File: src/rtl/ex_stage_unpack_hazard_if.sv
// ID/EX bus, ID register operands and the hazard-unit enables/counters seen by the EX stage.
interface ex_stage_unpack_hazard_if #(parameter int CNT_W = 16);
  logic [115:0]     id_ex_bus;
  logic [4:0]       id_rs1;
  logic [4:0]       id_rs2;
  logic             id_uses_rs2;
  logic             branch_taken;

  logic             func7;
  logic [2:0]       func3;
  logic             alu_src;
  logic             branch;
  logic             jalr;
  logic             jal;
  logic             mem_read;
  logic             mem_write;
  logic             mem_to_reg;
  logic             reg_write;
  logic [2:0]       alu_op;
  logic [4:0]       rd;
  logic [31:0]      rd2;
  logic [31:0]      rd1;
  logic [31:0]      imm;

  logic             pc_enable;
  logic             ifid_enable;
  logic             ifid_flush;
  logic             idex_bubble;
  logic [CNT_W-1:0] stall_count;
  logic [CNT_W-1:0] flush_count;

  modport master (
    output id_ex_bus, id_rs1, id_rs2, id_uses_rs2, branch_taken,
    input  func7, func3, alu_src, branch, jalr, jal, mem_read, mem_write,
           mem_to_reg, reg_write, alu_op, rd, rd2, rd1, imm,
           pc_enable, ifid_enable, ifid_flush, idex_bubble, stall_count, flush_count
  );

  modport slave (
    input  id_ex_bus, id_rs1, id_rs2, id_uses_rs2, branch_taken,
    output func7, func3, alu_src, branch, jalr, jal, mem_read, mem_write,
           mem_to_reg, reg_write, alu_op, rd, rd2, rd1, imm,
           pc_enable, ifid_enable, ifid_flush, idex_bubble, stall_count, flush_count
  );
endinterface

File: src/rtl/ex_stage_unpack_hazard.sv
// Unpacks the ID/EX bus (zero latency) and drives load-use stall / redirect flush enables.
// One-cycle stall per load-use pair; redirect outranks stall; state changes on negedge clk.
module ex_stage_unpack_hazard #(
  parameter int CNT_W = 16
) (
  input  logic                     clk,
  input  logic                     reset,
  ex_stage_unpack_hazard_if.slave  ex
);

  typedef struct packed {
    logic        func7;
    logic [2:0]  func3;
    logic        alu_src;
    logic        branch;
    logic        jalr;
    logic        jal;
    logic        mem_read;
    logic        mem_write;
    logic        mem_to_reg;
    logic        reg_write;
    logic [2:0]  alu_op;
    logic [4:0]  rd;
    logic [31:0] rd2;
    logic [31:0] rd1;
    logic [31:0] imm;
  } id_ex_t;

  typedef enum logic {RUN, LU_STALL} state_t;

  localparam logic [CNT_W-1:0] CNT_ONE = CNT_W'(1);
  localparam logic [CNT_W-1:0] CNT_MAX = '1;

  id_ex_t           f;
  state_t           state, state_nxt;
  logic             redirect, load_use;
  logic             stall_inc, flush_inc;
  logic [CNT_W-1:0] stall_cnt, flush_cnt;

  assign f = id_ex_t'(ex.id_ex_bus);

  assign ex.func7      = f.func7;
  assign ex.func3      = f.func3;
  assign ex.alu_src    = f.alu_src;
  assign ex.branch     = f.branch;
  assign ex.jalr       = f.jalr;
  assign ex.jal        = f.jal;
  assign ex.mem_read   = f.mem_read;
  assign ex.mem_write  = f.mem_write;
  assign ex.mem_to_reg = f.mem_to_reg;
  assign ex.reg_write  = f.reg_write;
  assign ex.alu_op     = f.alu_op;
  assign ex.rd         = f.rd;
  assign ex.rd2        = f.rd2;
  assign ex.rd1        = f.rd1;
  assign ex.imm        = f.imm;

  assign redirect = f.jal | f.jalr | (f.branch & ex.branch_taken);
  assign load_use = f.mem_read & (f.rd != 5'd0) &
                    ((f.rd == ex.id_rs1) | (ex.id_uses_rs2 & (f.rd == ex.id_rs2)));

  always_comb begin
    state_nxt      = RUN;
    ex.pc_enable   = 1'b1;
    ex.ifid_enable = 1'b1;
    ex.ifid_flush  = 1'b0;
    ex.idex_bubble = 1'b0;
    stall_inc      = 1'b0;
    flush_inc      = 1'b0;
    // A redirect squashes the ID instruction, so any pending load-use stall is moot.
    if (redirect) begin
      ex.ifid_flush  = 1'b1;
      ex.idex_bubble = 1'b1;
      flush_inc      = 1'b1;
    end else if (state == RUN && load_use) begin
      ex.pc_enable   = 1'b0;
      ex.ifid_enable = 1'b0;
      ex.idex_bubble = 1'b1;
      stall_inc      = 1'b1;
      state_nxt      = LU_STALL;
    end
  end

  always_ff @(negedge clk or negedge reset) begin
    if (!reset) begin
      state     <= RUN;
      stall_cnt <= '0;
      flush_cnt <= '0;
    end else begin
      state <= state_nxt;
      if (stall_inc && stall_cnt != CNT_MAX) stall_cnt <= stall_cnt + CNT_ONE;
      if (flush_inc && flush_cnt != CNT_MAX) flush_cnt <= flush_cnt + CNT_ONE;
    end
  end

  assign ex.stall_count = stall_cnt;
  assign ex.flush_count = flush_cnt;

endmodule

File: src/flat_wrapper.sv
// flat-port wrapper written by rule: the top's interface ports become plain ports
module ex_stage_unpack_hazard_flat 
#(
  parameter int CNT_W = 16
)
  (clk, reset, ex_id_ex_bus, ex_id_rs1, ex_id_rs2, ex_id_uses_rs2, ex_branch_taken, ex_func7, ex_func3, ex_alu_src, ex_branch, ex_jalr, ex_jal, ex_mem_read, ex_mem_write, ex_mem_to_reg, ex_reg_write, ex_alu_op, ex_rd, ex_rd2, ex_rd1, ex_imm, ex_pc_enable, ex_ifid_enable, ex_ifid_flush, ex_idex_bubble, ex_stall_count, ex_flush_count);
  ex_stage_unpack_hazard_if #(.CNT_W(CNT_W)) ex_i ();
  input  logic clk;
  input  logic reset;
  input wire logic [$bits(ex_i.id_ex_bus)-1:0] ex_id_ex_bus;
  input wire logic [$bits(ex_i.id_rs1)-1:0] ex_id_rs1;
  input wire logic [$bits(ex_i.id_rs2)-1:0] ex_id_rs2;
  input wire logic [$bits(ex_i.id_uses_rs2)-1:0] ex_id_uses_rs2;
  input wire logic [$bits(ex_i.branch_taken)-1:0] ex_branch_taken;
  output wire logic [$bits(ex_i.func7)-1:0] ex_func7;
  output wire logic [$bits(ex_i.func3)-1:0] ex_func3;
  output wire logic [$bits(ex_i.alu_src)-1:0] ex_alu_src;
  output wire logic [$bits(ex_i.branch)-1:0] ex_branch;
  output wire logic [$bits(ex_i.jalr)-1:0] ex_jalr;
  output wire logic [$bits(ex_i.jal)-1:0] ex_jal;
  output wire logic [$bits(ex_i.mem_read)-1:0] ex_mem_read;
  output wire logic [$bits(ex_i.mem_write)-1:0] ex_mem_write;
  output wire logic [$bits(ex_i.mem_to_reg)-1:0] ex_mem_to_reg;
  output wire logic [$bits(ex_i.reg_write)-1:0] ex_reg_write;
  output wire logic [$bits(ex_i.alu_op)-1:0] ex_alu_op;
  output wire logic [$bits(ex_i.rd)-1:0] ex_rd;
  output wire logic [$bits(ex_i.rd2)-1:0] ex_rd2;
  output wire logic [$bits(ex_i.rd1)-1:0] ex_rd1;
  output wire logic [$bits(ex_i.imm)-1:0] ex_imm;
  output wire logic [$bits(ex_i.pc_enable)-1:0] ex_pc_enable;
  output wire logic [$bits(ex_i.ifid_enable)-1:0] ex_ifid_enable;
  output wire logic [$bits(ex_i.ifid_flush)-1:0] ex_ifid_flush;
  output wire logic [$bits(ex_i.idex_bubble)-1:0] ex_idex_bubble;
  output wire logic [$bits(ex_i.stall_count)-1:0] ex_stall_count;
  output wire logic [$bits(ex_i.flush_count)-1:0] ex_flush_count;
  assign ex_i.id_ex_bus = ex_id_ex_bus;
  assign ex_i.id_rs1 = ex_id_rs1;
  assign ex_i.id_rs2 = ex_id_rs2;
  assign ex_i.id_uses_rs2 = ex_id_uses_rs2;
  assign ex_i.branch_taken = ex_branch_taken;
  assign ex_func7 = ex_i.func7;
  assign ex_func3 = ex_i.func3;
  assign ex_alu_src = ex_i.alu_src;
  assign ex_branch = ex_i.branch;
  assign ex_jalr = ex_i.jalr;
  assign ex_jal = ex_i.jal;
  assign ex_mem_read = ex_i.mem_read;
  assign ex_mem_write = ex_i.mem_write;
  assign ex_mem_to_reg = ex_i.mem_to_reg;
  assign ex_reg_write = ex_i.reg_write;
  assign ex_alu_op = ex_i.alu_op;
  assign ex_rd = ex_i.rd;
  assign ex_rd2 = ex_i.rd2;
  assign ex_rd1 = ex_i.rd1;
  assign ex_imm = ex_i.imm;
  assign ex_pc_enable = ex_i.pc_enable;
  assign ex_ifid_enable = ex_i.ifid_enable;
  assign ex_ifid_flush = ex_i.ifid_flush;
  assign ex_idex_bubble = ex_i.idex_bubble;
  assign ex_stall_count = ex_i.stall_count;
  assign ex_flush_count = ex_i.flush_count;
  ex_stage_unpack_hazard #(.CNT_W(CNT_W)) u_core (.clk(clk), .reset(reset), .ex(ex_i));
endmodule
File: config.mk
export PLATFORM = sky130hd
export DESIGN_NAME = ex_stage_unpack_hazard_flat
export DESIGN_NICKNAME = d
export VERILOG_FILES = /design/src/rtl/ex_stage_unpack_hazard_if.sv /design/src/rtl/ex_stage_unpack_hazard.sv /design/src/flat_wrapper.sv
export SDC_FILE = /design/constraint.sdc
export NUM_CORES = 1
export LEC_CHECK = 0
export BUFFER_PORTS_ARGS = -buffer_cell sky130_fd_sc_hd__buf_2
export CAP_MARGIN = 5
export CORE_AREA = 2 2 110 112
export CTS_CLUSTER_DIAMETER = 100
export DETAILED_ROUTE_END_ITERATION = 7
export DIE_AREA = 0 0 112 114
export PLACE_DENSITY = 0.6
export REMOVE_ABC_BUFFERS = 1
export SLEW_MARGIN = 30
export SYNTH_ARGS = -nofsm -noshare
export SYNTH_HDL_FRONTEND = slang
export SYNTH_SLANG_ARGS = --single-unit
File: constraint.sdc
create_clock -name clk -period 2.5 [get_ports clk]
set_input_delay 0.625 -clock clk [delete_from_list [all_inputs] [get_ports clk]]
set_output_delay 0.625 -clock clk [all_outputs]
set_load 0.005 [all_outputs]
==> results.md <==
* Setup crit end kind: primary output
* Post-synth top cells: buf_4 (118), dfrtn_1 (33), xnor2_1 (25)
* Fin Clk Skew at 0.00465 ns
* IO buf count at 67
* TritonRoute pass-1 iters at 5
* Synth Area in Simple Gates at 17.9%
* Adder-cell share of the synthesized area at 0.921%
* Worst-margin pin slew at 0.493 ns
* Synth cell types at 41
* Crit Path Category: register to primary output
* Post-route cell area at 3410 um^2
* DR iter-0 viols at 80
* Crit path max fanout at 3
* Worst slack at placement at -0.851 ns
* Synth Area in Compound Gates at 5.16%
* Max-slew violation count at 0
* Routed len/inst at 38.4 um
* Vias at 2,328
* Pwr Density at 599 nW/um^2
* Die Y at 114 um
* I/O pin total at 282
* Routability cong. at 1.06
* Fin nets at 471
* CTS Hold Buffers Added at 0
* Max-cap viol count at 0
* Drt via density at 4.78
* Hold Path Class: register to register
* Top cells by area, synth: buf_4 (33%), dfrtn_1 (30%), xnor2_1 (8.1%), nand4_1 (3.0%), nor2_1 (2.5%)
* Ys async rst share at 100%
* CTS buffer count at 5
* Mapped Cells at 300
* Xor/xnor share of the synthesized area at 10.0%
* Startpoint Class: register
* Peak supply drop at 411 uV
* Post-synth top area cell: buf_4
* Pin count of the biggest net entering global routing at 27
* Die ar. at 12,800 um^2
* DRT Wirelength at 18.7 mm
* Synthesized area at 2720 um^2
* Clock transition at path regs at 0.04 ns
* Longest Clk Path Bufs at 2
* Die Width at 112 um
* Crit path DAT at 2.53 ns
* Final setup vio count at 68
* RSZ-0062 raised after global routing: yes
* Failing checks: negative setup slack
* Mux contribution to synthesized area at 1.61%
* N_diodes at 0
* Min Hold Slack at 0.535 ns
* Largest family of logic cells by synthesized area: buffers and inverters
* Fill cells at 1,269
* Routed Antenna Nets at 0
* Pleak at 1.65 nW
* First-pass GRT wire length at 23.1 mm
* Count leader, synth: buf_4
* GRT overflow at 0
* Number of global-route vias before repair at 2,213
* Placed Area at 2730 um^2
* Required @ worst endpoint at 1.88 ns
* Synth Flop Type: dfrtn_1
* Worst slew margin at 66.9%
* Final Power at 2.04 mW
* Hold Violations, Final at 0
* Status: finished with violations
* Initial antenna violation count at 0
* Initial Util at 23.2%
* H-tree Lvls at 2
* Post-synth top area share at 32.6%
* DRC at 0
* Post-synthesis register bit count at 33
* Cell row count at 40
* Post-DP HPWL at 16.8 mm
* Share of layout cells above drive strength 1 at 58.2%
* Mapped Avg Cell Area at 9.05 um^2
* Yosys warnings at 0
* CTS Sinks at 33
* GRT Util Overall at 28.3%
* Area grow syn2layout at 25.5%
* Root Driver: clkbuf_16
* Setup ws final at -0.651 ns
* Post-synth EDFFs at 0
* Clock latency on the worst-skew pair at 0.30 ns
* Core Footprint at 11,700 um^2
* CTS tree: done
* Post-synthesis sequential area ratio at 30.4%
## worst max-delay path: stages (launching register included)
cell and delay (ns):
dfrtn_1 0.34, nor2b_2 0.15, o21ai_4 0.08, nor2_4 0.11, buf_6 0.12, nand2_4 0.06
buf_6 0.11
## placed cells by master, fill, tap and decap left out, types with 2 or more instances in the layout
master,instances
a21oi_1,3
a21oi_2,3
a31oi_1,2
and3_1,7
buf_2,59
buf_4,67
buf_6,23
clkbuf_1,3
clkbuf_16,5
dfrtn_1,33
ha_1,2
inv_1,6
mux2_4,3
nand2_1,13
nand2_2,4
nand3_1,9
nand3_2,2
nand3_4,3
nand4_1,13
nand4b_1,2
nor2_1,12
nor2_2,2
nor2_4,5
nor3_2,3
xnor2_1,23
xnor2_2,2
xor2_1,6
## worst paths after layout
path,depth (start not counted),slack [ns],start,endpoint
hold reg to reg,2,0.54,u_core.ex.stall_count[5],u_core.ex.stall_count[5]
setup reg to reg,8,0.31,u_core.ex.flush_count[5],u_core.ex.flush_count[1]
max in group asynchronous,2,0.74,reset,u_core.ex.flush_count[10]
setup / recovery,6,-0.65,u_core.state,ex_ifid_enable
hold / removal,2,0.54,u_core.ex.stall_count[5],u_core.ex.stall_count[5]
min in group asynchronous,1,1.31,reset,u_core.ex.stall_count[0]
## where the power goes
group,leakage [nW],internal (mW),switching [mW]
logic,1.14,0.425,0.365
registers,0.439,0.619,0.0439
clock network,0.0652,0.370,0.220
total,1.65,1.41,0.629
## cells by family after synthesis
group,Yosys count
buf+inv,126
simple gates,87
flops,33
xor+xnor,31
compound gates,17
mux,4
fa+ha+maj,2
## what timing repair did
item | CTS | global route
gates resized for setup | 40 | 28
endpoints found under the setup margin | 67 | 68
pin swaps | 27 | 19
buffers inserted | 21 | 17
endpoints found under the hold margin | 0 | 0
## layout make-up
cell class	count	area (um^2)	share of cell area (%)
sequential	33	826	24.2
multi-input combinational	141	1140	33.6
inverter	7	26.3	0.771
tap	147	184	5.39
timing repair buffer	151	1090	32.0
clock buffer	8	136	4.00
## state kept, by name, indices dropped and copies added (netlist names)
register               flops
u_core.ex.stall_count     16
u_core.state               1
u_core.ex.flush_count     16
## through the flow
stage          TNS, ns  instances  utilization (%)
4_1_cts         -21.66        474             27.2
2_1_floorplan   -14.89        181                -
3_3_place_gp    -22.79        445             23.3
6_report        -22.22        487             29.1
3_5_place_dp    -23.33        445             23.3
5_1_grt         -24.50        487             29.1
## layer usage
layer  GRT usage, %  vias up  part of all wire (%)
met5           2.75        -                  0.12
met4           15.6        2                   6.8
met3           34.0       46                    26
met2           51.6      291                    52
met1           13.3     1029                    16
li1               -      960                     -
Note: power is estimated with default switching activity, not from simulation.
